## src/rtl/stack_ctrl_if.sv

```systemverilog
// stack_ctrl_if: request handshake between decoder/interrupt unit and stack_ctrl
interface stack_ctrl_if #(parameter int DATA_W = 16);
  logic              req_valid;
  logic [2:0]        req_op;
  logic [DATA_W-1:0] req_data;
  logic              req_ready;
  modport master (output req_valid, req_op, req_data, input req_ready);
  modport slave  (input req_valid, req_op, req_data, output req_ready);
endinterface

```

## src/rtl/stack_ctrl.sv

```systemverilog
// stack_ctrl: sequences SP strobes and stack RAM accesses for push/pop/call/ret/int/reti/ldsp
module stack_ctrl #(
  parameter int         DATA_W      = 16,
  parameter logic [9:0] STACK_TOP   = 10'h3FF,
  parameter logic [9:0] STACK_LIMIT = 10'h300,
  parameter logic [9:0] INT_VEC     = 10'h004
) (
  input  logic              clk,
  input  logic              rst,
  stack_ctrl_if.slave       req,
  input  logic [9:0]        pc_in,
  input  logic [DATA_W-1:0] flags_in,
  input  logic [9:0]        sp_in,
  output logic              sp_inc,
  output logic              sp_dec,
  output logic              sp_load,
  output logic [9:0]        sp_din,
  output logic [9:0]        mem_addr,
  output logic [DATA_W-1:0] mem_wdata,
  output logic              mem_we,
  output logic              mem_re,
  input  logic [DATA_W-1:0] mem_rdata,
  output logic [DATA_W-1:0] pop_data,
  output logic [9:0]        pc_out,
  output logic              pc_load,
  output logic [DATA_W-1:0] flags_out,
  output logic              flags_load,
  output logic              done,
  output logic              fault,
  output logic              fault_sticky
);
  typedef enum logic [2:0] {IDLE, WR_A, WR_B, RD_A, RD_B, RD_C, SPLD, FLT} state_t;
  typedef enum logic [2:0] {PUSH, POP, CALL, RET, INT, RETI, LDSP, NOP} op_t;
  state_t            state;
  op_t               op;
  op_t               rop;
  logic              flt;
  logic [9:0]        pc_reg;
  logic [DATA_W-1:0] flags_reg, flags_lat, pop_reg;
  assign rop = op_t'(req.req_op);
  assign req.req_ready = state == IDLE;
  // a push writes the free word at SP, a pop reads the word just above it
  assign mem_addr = mem_we ? sp_in : sp_in + 10'd1;
  // read results are forwarded straight from the RAM in the cycle they arrive, then held
  assign pop_data  = (state == RD_B && op == POP) ? mem_rdata : pop_reg;
  assign pc_out    = ((state == RD_B && op == RET) || state == RD_C) ? mem_rdata[9:0] : pc_reg;
  assign flags_out = (state == RD_B && op == RETI) ? mem_rdata : flags_reg;
  // range check on the SP seen at accept; INT needs two free words, RETI two filled ones
  assign flt = (rop == PUSH || rop == CALL) ? sp_in < STACK_LIMIT :
               rop == INT                   ? sp_in < STACK_LIMIT + 10'd1 :
               (rop == POP || rop == RET)   ? sp_in > STACK_TOP - 10'd1 :
               rop == RETI                  ? sp_in > STACK_TOP - 10'd2 : 1'b0;
  // sequencer: strobes for each cycle are registered on the edge that enters it
  always_ff @(posedge clk or posedge rst)
    if (rst) begin
      state <= IDLE;
      op <= NOP;
      sp_inc <= 1'b0;
      sp_dec <= 1'b0;
      sp_load <= 1'b0;
      sp_din <= '0;
      mem_we <= 1'b0;
      mem_re <= 1'b0;
      mem_wdata <= '0;
      pc_load <= 1'b0;
      flags_load <= 1'b0;
      done <= 1'b0;
      fault <= 1'b0;
      fault_sticky <= 1'b0;
      pc_reg <= '0;
      flags_reg <= '0;
      flags_lat <= '0;
      pop_reg <= '0;
    end else begin
      sp_inc <= 1'b0;
      sp_dec <= 1'b0;
      sp_load <= 1'b0;
      mem_we <= 1'b0;
      mem_re <= 1'b0;
      pc_load <= 1'b0;
      flags_load <= 1'b0;
      done <= 1'b0;
      fault <= 1'b0;
      case (state)
        IDLE: if (req.req_valid) begin
          op <= rop;
          flags_lat <= flags_in;
          if (flt) begin
            state <= FLT;
            done <= 1'b1;
            fault <= 1'b1;
            fault_sticky <= 1'b1;
          end else case (rop)
            PUSH, CALL, INT: begin
              state <= WR_A;
              mem_we <= 1'b1;
              sp_dec <= 1'b1;
              mem_wdata <= rop == PUSH ? req.req_data : DATA_W'(pc_in);
              done <= rop != INT;
              pc_load <= rop == CALL;
              if (rop == CALL) pc_reg <= req.req_data[9:0];
            end
            POP, RET, RETI: begin
              state <= RD_A;
              mem_re <= 1'b1;
              sp_inc <= 1'b1;
            end
            default: begin
              state <= SPLD;
              sp_load <= rop == LDSP;
              sp_din <= req.req_data[9:0];
              done <= 1'b1;
            end
          endcase
        end
        WR_A: if (op == INT) begin
          state <= WR_B;
          mem_we <= 1'b1;
          sp_dec <= 1'b1;
          mem_wdata <= flags_lat;
          pc_load <= 1'b1;
          pc_reg <= INT_VEC;
          done <= 1'b1;
        end else state <= IDLE;
        RD_A: begin
          state <= RD_B;
          done <= op != RETI;
          pc_load <= op == RET;
          flags_load <= op == RETI;
          mem_re <= op == RETI;
          sp_inc <= op == RETI;
        end
        RD_B: begin
          state <= op == RETI ? RD_C : IDLE;
          pc_load <= op == RETI;
          done <= op == RETI;
          if (op == POP) pop_reg <= mem_rdata;
          if (op == RET) pc_reg <= mem_rdata[9:0];
          if (op == RETI) flags_reg <= mem_rdata;
        end
        RD_C: begin
          state <= IDLE;
          pc_reg <= mem_rdata[9:0];
        end
        default: state <= IDLE;
      endcase
    end
endmodule
```

## src/flat_wrapper.sv

```systemverilog
// flat-port wrapper written by rule: the top's interface ports become plain ports
module stack_ctrl_flat 
#(
  parameter int         DATA_W      = 16,
  parameter logic [9:0] STACK_TOP   = 10'h3FF,
  parameter logic [9:0] STACK_LIMIT = 10'h300,
  parameter logic [9:0] INT_VEC     = 10'h004
)
  (clk, rst, pc_in, flags_in, sp_in, sp_inc, sp_dec, sp_load, sp_din, mem_addr, mem_wdata, mem_we, mem_re, mem_rdata, pop_data, pc_out, pc_load, flags_out, flags_load, done, fault, fault_sticky, req_req_valid, req_req_op, req_req_data, req_req_ready);
  stack_ctrl_if #(.DATA_W(DATA_W)) req_i ();
  input  logic clk;
  input  logic rst;
  input  logic [9:0] pc_in;
  input  logic [DATA_W-1:0] flags_in;
  input  logic [9:0] sp_in;
  output logic sp_inc;
  output logic sp_dec;
  output logic sp_load;
  output logic [9:0] sp_din;
  output logic [9:0] mem_addr;
  output logic [DATA_W-1:0] mem_wdata;
  output logic mem_we;
  output logic mem_re;
  input  logic [DATA_W-1:0] mem_rdata;
  output logic [DATA_W-1:0] pop_data;
  output logic [9:0] pc_out;
  output logic pc_load;
  output logic [DATA_W-1:0] flags_out;
  output logic flags_load;
  output logic done;
  output logic fault;
  output logic fault_sticky;
  input wire logic [$bits(req_i.req_valid)-1:0] req_req_valid;
  input wire logic [$bits(req_i.req_op)-1:0] req_req_op;
  input wire logic [$bits(req_i.req_data)-1:0] req_req_data;
  output wire logic [$bits(req_i.req_ready)-1:0] req_req_ready;
  assign req_i.req_valid = req_req_valid;
  assign req_i.req_op = req_req_op;
  assign req_i.req_data = req_req_data;
  assign req_req_ready = req_i.req_ready;
  stack_ctrl #(.DATA_W(DATA_W), .STACK_TOP(STACK_TOP), .STACK_LIMIT(STACK_LIMIT), .INT_VEC(INT_VEC)) u_core (.clk(clk), .rst(rst), .req(req_i), .pc_in(pc_in), .flags_in(flags_in), .sp_in(sp_in), .sp_inc(sp_inc), .sp_dec(sp_dec), .sp_load(sp_load), .sp_din(sp_din), .mem_addr(mem_addr), .mem_wdata(mem_wdata), .mem_we(mem_we), .mem_re(mem_re), .mem_rdata(mem_rdata), .pop_data(pop_data), .pc_out(pc_out), .pc_load(pc_load), .flags_out(flags_out), .flags_load(flags_load), .done(done), .fault(fault), .fault_sticky(fault_sticky));
endmodule
```

## config.mk

```make
export PLATFORM = sky130hd
export DESIGN_NAME = stack_ctrl_flat
export DESIGN_NICKNAME = d
export VERILOG_FILES = /design/src/rtl/stack_ctrl_if.sv /design/src/rtl/stack_ctrl.sv /design/src/flat_wrapper.sv
export SDC_FILE = /design/constraint.sdc
export NUM_CORES = 1
export LEC_CHECK = 0
export ABC_AREA = 1
export CORE_ASPECT_RATIO = 0.75
export CORE_UTILIZATION = 45
export DETAILED_ROUTE_END_ITERATION = 6
export PLACE_DENSITY = 0.8
export SLEW_MARGIN = 40
export SYNTH_ARGS = -nofsm -noshare
export SYNTH_HDL_FRONTEND = slang
export SYNTH_SLANG_ARGS = --single-unit
export TNS_END_PERCENT = 30
```

## constraint.sdc

```tcl
create_clock -name clk -period 3.7 [get_ports clk]
set_input_delay 0.37 -clock clk [delete_from_list [all_inputs] [get_ports clk]]
set_output_delay 0.37 -clock clk [all_outputs]
set_load 0.05 [all_outputs]
```

* Word-level counts from Yosys, hierarchy flattened *
Cells that the tools add are included.

word-level totals
  bits of input ports = 74
  bits in registers = 98

cells by class
  eq/ne operators = 22
  bitwise gates (word level) = 2
  multiplexer cells = 52
  add/sub/neg operators = 1
  reductions and logical operators = 20
  magnitude comparators = 4

operators with widths
  kind                                                                   number
  16-bit 2-to-1 mux                                                      7
  10-bit 2-to-1 mux                                                      8
  10-bit case mux with 4 select lines                                    1
  16-bit case mux with 2 select lines                                    1
  1-bit 2-to-1 mux                                                       24
  3-bit equality test, second input constant                             7
  10-bit > comparator, second input constant                             2
  10-bit less-than comparator, second input constant                     2
  3-bit by 2-bit equality test with 1-bit output, second input constant  4
  3-bit case mux with 4 select lines                                     1
  10-bit by 1-bit adder with 10-bit output, second input constant        1
  3-bit by 1-bit equality test with 1-bit output, second input constant  3
  3-bit 2-to-1 mux                                                       3
  1-bit case mux with 4 select lines                                     2
  7-bit AND reduction                                                    1
  3-bit zero test                                                        2
  2-bit by 1-bit != test with 1-bit output, second input constant        3
  2-bit != test, second input constant                                   3
  3-bit != test, second input constant                                   2
  1-bit case mux with 2 select lines                                     3
  3-bit case mux with 2 select lines                                     1
  2-bit AND reduction                                                    3
  3-bit OR reduction                                                     2
  6-bit OR reduction                                                     1
  other kinds (9)                                                        14

* Longest topological paths before layout *
Gate-level depths: netlist of run 1.

  depth in word-level cells = 8
  depth in mapped cells = 11
  depth with buffers taken out = 11

* Worst setup path before layout of run 1 *
No wires, ideal clock.

  path kind = register -> output
  start = reg u_core.op[0]
  end = out flags_out[10]
  setup slack = 1.066 ns
  path buffers = 1
  data arrival time = 2.264 ns
  stages on the path, launching flop included = 6
  path through = dfstp_2 inv_1 nor3_1 nand2_1 buf_2 o21ai_0

between the ends
  longest elaborated chain between the ends = 3

ends and longest elaborated chain
  element                   RTL line            text
  start: declaration        stack_ctrl.sv:35    op_t op;
  start signal: assignment  stack_ctrl.sv:86    op <= rop;
  3-bit equality test       stack_ctrl.sv:47    assign flags_out = (state == RD_B && op == RETI) ? mem_rdata : flags_reg;
  1-bit logical AND         stack_ctrl.sv:47
  16-bit 2-to-1 mux         stack_ctrl.sv:47
  end: declaration          flat_wrapper.sv:28  output logic [DATA_W-1:0] flags_out;

Every way passes these cells.

* Final worst setup path of run 1 *
  start = reg u_core.state[1]
  end = out flags_out[8]

between the ends
  longest elaborated chain between the ends = 3

ends and longest elaborated chain
  element                   RTL line           text
  start: declaration        stack_ctrl.sv:34   state_t state;
  start signal: assignment  stack_ctrl.sv:134  state <= op == RETI ? RD_C : IDLE;
  3-bit equality test       stack_ctrl.sv:47
  1-bit logical AND         stack_ctrl.sv:47
  16-bit 2-to-1 mux         stack_ctrl.sv:47

Every way passes these cells.

==> flow_summary.ini, run 1 <==
[logic_synthesis]
yosysSeqAreaShare = 0.5243
synth_area_um2 = 4684
syn_inst = 580
ys_warn_count = 0
synthTopCellsByArea = dfrtp_1, nand2_1, o21ai_0, inv_1, nand3_1
ys_seq_elements = 98
synth_top_area_cell = dfrtp_1
yosysTopAreaCellShare = 0.5075
synth.distinct_cells = 34
async_flop_share = 1.000
syn_avg_cell_area_um2 = 8.077
synth_edf_count = 0
synthesis.nets = 657
synthFlopType = dfrtp_1

[floorplanning]
dieHeight_um = 90.36
die_area_um2 = 10830
pin_count = 163
core_area_um2 = 9891
start_util = 0.4736
die_w_um = 119.8
rows = 31

[sta]
rsz0062_at_grt = false
finalClockSkew_ns = 0.005675
slew-limit-headroom = 0.4881
timing.final.hold_violations = 0
fmax_ghz = 0.3074
period_share = 0.8792
slew_violations = 0
tightest_slew_ns = 0.7671
setup_violations = 0
fin_setup_tns_ns = 0
period_needed_ns = 3.253

[drt]
ant_nets = 0
num_vias = 4380
drt_iter0_drc = 338
routed_wl_um = 12900
drc_errors = 0
vias_per_cell = 5.046
firstDrtPassIters = 5
wl_per_cell_um = 14.86

[finish]
num_antenna_cells = 0
final_cells = 868
drive_above_1_share = 0.08696
nets = 808
area_delta_synth_final_pct = 42.57

[global_route]
gr-usage-met3 = 0.05808
grt_max_degree = 75
busiest_layer = met2
grt_first_pass_wirelength_um = 21000
antenna_found_initial = 0
grtUsageTotal = 0.2475
grt_overflow_total = 0
use_met2 = 0.3974
grt_pass1_vias = 4266
grt_util_met1 = 0.3349

[cts]
hold_buffers = 0
clock_path_buffers = 2
tritoncts = built
worstSkewPairLatency_ns = 0.35
clock_sink_count = 98
post_cts_buffers = 0
cts_buffers = 9
cts.root.buffer_cell = clkbuf_16
clk_pin_slew_ns = 0.06
htree_num_levels = 3
cts_resized = 0

[power]
vdd_drop_max_uv = 493.6
p_per_area_nw_per_um2 = 973.6
power_mw = 6.503
leakage_nw = 3.227

[setup_path]
cp_max_fo = 32
cpPeakStageDelay_ns = 0.87
cp_cell_sequence = inv_2, nand2_1, nor2_1, nand2_1, buf_4, o21ai_0, clkdlybuf4s50_1
critPathCaptureType = primary output
path_buf_inv = 3
cp-start-kind = flip-flop
crit_required_ns = 3.33
path_class = reg2out
worst_path_most_repeated_cell = nand2_1
cp_top_family = buffers and inverters
worstPathArrival_ns = 2.88
cpMaxStageDelayCell = clkdlybuf4s50_1

[place]
portBuffers = 162
dp.cells = 852
gp_congestion = 0.8847
post-dp-hpwl_um = 9558

[hold_path]
hp-class = reg2reg

[job]
max-cap-violations = 0

[run_status]
status = finished, final reports clean
metal layers:
layer	share of wire	up-vias
met5	0	-
met4	0.012	0
met3	0.076	16
met2	0.46	193
met1	0.45	2034
li1	-	2137
worst paths after layout:
path                                startpoint              endpoint  slack, ns  cells past startpoint
max                            u_core.state[1]          flags_out[8]       0.45                      7
min                        u_core.fault_sticky   u_core.fault_sticky       0.46                      1
max reg2reg                    u_core.state[2]  u_core.mem_wdata[13]       1.29                     10
min reg2reg                u_core.fault_sticky   u_core.fault_sticky       0.46                      1
max in group asynchronous                  rst      u_core.pc_reg[8]       2.52                      3
min in group asynchronous                  rst    u_core.pop_reg[12]       0.51                      2
synthesized netlist by cell type (2+ instances only):
| cell | instances |
|---|---|
| inv_1 | 49 |
| o22ai_1 | 10 |
| inv_2 | 7 |
| dfstp_2 | 3 |
| nor2_2 | 4 |
| o21ai_1 | 13 |
| ha_1 | 3 |
| o21ai_2 | 6 |
| a21oi_1 | 4 |
| nand3_1 | 25 |
| dfrtp_1 | 95 |
| o21ai_0 | 71 |
| clkbuf_1 | 10 |
| inv_4 | 2 |
| buf_2 | 7 |
| nand2_1 | 216 |
| clkbuf_2 | 2 |
| xnor2_1 | 7 |
| nand4_1 | 3 |
| xor2_1 | 2 |
| o21ai_4 | 2 |
| buf_4 | 4 |
| nand2_2 | 3 |
| nor2_1 | 19 |
| buf_6 | 2 |
| nor3_1 | 3 |
report_power, final:
group / total [mW] / internal, mW / leakage, nW / switching [mW]
sequential: 1.83 / 1.57 / 1.18 / 0.256
combinational: 3.69 / 1.16 / 1.90 / 2.53
clock: 0.983 / 0.594 / 0.147 / 0.389
per-stage QoR:
step           utilization  cell area [um^2]  worst slack [ns]  hold slack, ns
6_report            0.6753              6679            0.4470          0.4636
3_3_place_gp        0.6434              6364            0.6479          0.4539
3_5_place_dp        0.6436              6366            0.5528          0.4551
4_1_cts             0.6753              6679            0.4807          0.4729
5_1_grt             0.6753              6679            0.2209          0.4841
2_1_floorplan            -              4684            0.7729          0.4364
final cells by class:
cell class / count / area [um^2]
clock buffers: 12 / 236.5
clock inverters: 4 / 76.32
fillers: 817 / 3212
inverters: 58 / 227.7
multi-input cells: 398 / 1856
flip-flops and latches: 98 / 2456
well taps: 132 / 165.2
repair buffers: 166 / 1662
cells in the final DEF, fill, tap and decap left out, types with 4 or more instances in the layout:
cell type,netlist,layout
o22ai_1,10,10
o21ai_0,71,71
a21oi_1,4,4
nor2_2,4,4
o21ai_1,13,13
inv_2,7,7
nor2_1,19,19
buf_12,0,4
o21ai_2,6,6
xnor2_1,7,7
nand2_1,216,216
clkbuf_16,0,9
dfrtp_1,95,95
nand3_1,25,25
buf_4,4,16
clkdlybuf4s50_1,0,146
inv_1,49,48
cells by family after synthesis:
kind of cell,count (synthesis),synth area share
fa+ha+maj,3,0.008014
simple gates,278,0.2425
flops,98,0.5243
compound gates,108,0.1287
buf+inv,84,0.07959
xor+xnor,9,0.01683
(Power assumes the default switching activity.)
==> inputs of run 2 (changes only) <==
Settings changed: GPL_ROUTABILITY_DRIVEN set to 1.
==> results of run 2 <==
The final DEF is identical to that of run 1; final timing and power are the same.
==> inputs of run 3 (changes only) <==
Settings changed: CORE_UTILIZATION 45 to 40, PLACE_DENSITY 0.8 to 0.72.
==> run 3 against run 2 <==
Final area decreased by 0.56%. Utilization is 8.0 points lower. Final cell count is 0.81% higher. Hold slack improved by 0.0097 ns. Register-to-register slack hardly changed. Power down 1.9%. Combinational power about the same. Fmax up 1.4%. Worst setup slack better by 0.044 ns. Via count decreased by 1.3%. Die area rose by 12%. Critical path depth decreased by 2.
==> flow_summary.ini, run 3 (synthesis gave the netlist of run 1 again) <==
[run_status]
status = finished, final reports clean

[sta]
finalClockSkew_ns = 0.007809
fin_setup_tns_ns = 0
timing.final.hold_violations = 0
slew_violations = 0
tightest_slew_ns = 0.7984
slew-limit-headroom = 0.4671
fmax_ghz = 0.3117
period_share = 0.8672
rsz0062_at_grt = false
setup_slack_ns = 0.4914
period_needed_ns = 3.209
whs_ns = 0.4733
setup_violations = 0

[drt]
firstDrtPassIters = 5
routed_wl_um = 12970
ant_nets = 0
num_vias = 4324
drc_errors = 0
wl_per_cell_um = 14.82
vias_per_cell = 4.942
drt_iter0_drc = 274

[finish]
area_delta_synth_final_pct = 41.77
ff_latch_area_um2 = 2456
fill_cells = 969
final_common_cell = nand2_1
utilization = 0.5957
multi_input_area_um2 = 1856
final_cell_mix = nand2_1, clkdlybuf4s50_1, dfrtp_1
num_antenna_cells = 0
nets = 807
drive_above_1_share = 0.08707

[setup_path]
cp-start-kind = flip-flop
cp_max_fo = 20
critPathCaptureType = primary output
crit_required_ns = 3.33
worstPathArrival_ns = 2.84
path_class = reg2out

[floorplanning]
core_area_um2 = 11150
start_util = 0.4202
dieHeight_um = 95.72
rows = 33
die_w_um = 127.0
die_area_um2 = 12150
pin_count = 163

[hold_path]
hp-class = reg2reg

[cts]
cts.root.buffer_cell = clkbuf_16
htree_num_levels = 3
hold_buffers = 0
clock_path_buffers = 2
post_cts_buffers = 0
cts_resized = 0
tritoncts = built
clock_sink_count = 98
cts_buffers = 9
clk_pin_slew_ns = 0.07
worstSkewPairLatency_ns = 0.33

[global_route]
antenna_found_initial = 0
grtUsageTotal = 0.2162
grt_first_pass_wirelength_um = 20270
grt_pass1_vias = 4028
grt_overflow_total = 0
grt_max_degree = 99

[power]
vdd_drop_max_uv = 641.1
leakage_nw = 3.206
p_per_area_nw_per_um2 = 961.0

[place]
dp_slack_ns = 0.5778
portBuffers = 162
gp_congestion = 0.8542
post-dp-hpwl_um = 9522

[job]
max-cap-violations = 0
==> run 3: cell count changes in the layout (fill, tap and decap cells not counted), sizes merged <==
cell      before  now
bufinv         2    1
clkinvlp       1    2
clkbuf        12   11
buf           20   19
clkinv         1    2
==> run 3: routing by layer <==
metal | track usage | wire length [um] | vias up
met5 | 0 | 0 | -
met4 | 0.05754 | 103 | 0
met2 | 0.3347 | 5700 | 179
met3 | 0.05058 | 941 | 11
li1 | - | - | 2138
met1 | 0.3064 | 6225 | 1996
==> run 3: critical path: stages (launching register included) <==
cell and delay [ns]:
dfstp_2 0.57, nand3_1 0.09, nand2_1 0.08, nand3_1 0.46, o21ai_0 0.45, clkdlybuf4s50_1 0.86
==> run 3: final timing paths <==
kind	cells past startpoint	startpoint	to	slack [ns]
max in group asynchronous	3	rst	u_core.sp_din[1]	2.78
setup / recovery	5	u_core.op[1]	pc_out[8]	0.49
hold / removal	2	u_core.pc_reg[2]	u_core.pc_reg[2]	0.47
min in group asynchronous	3	rst	u_core.pop_reg[13]	0.51
setup reg to reg	10	u_core.state[2]	u_core.mem_wdata[12]	1.30
hold reg to reg	2	u_core.pc_reg[2]	u_core.pc_reg[2]	0.47
==> run 3: stage by stage <==
stage | instance area [um^2] | cells | power, mW
2_1_floorplan | 4684 | 580 | 4.300
3_3_place_gp | 6354 | 859 | 5.423
3_5_place_dp | 6354 | 859 | 5.488
4_1_cts | 6641 | 875 | 6.415
5_1_grt | 6641 | 875 | 6.732
6_report | 6641 | 875 | 6.382
==> run 3: cell type report <==
class | count | area share
flip-flops and latches | 98 | 0.3698
multi-input cells | 398 | 0.2794
repair buffers | 165 | 0.2472
clock buffers | 11 | 0.03504
inverters | 58 | 0.03391
well taps | 140 | 0.02638
clock inverters | 5 | 0.008289
==> run 3: power by group <==
group	leakage, nW	switching, mW	internal, mW	total (mW)
Clock	0.136	0.384	0.522	0.907
Combinational	1.89	2.53	1.13	3.66
Sequential	1.18	0.246	1.57	1.82
Total	3.21	3.16	3.23	6.38
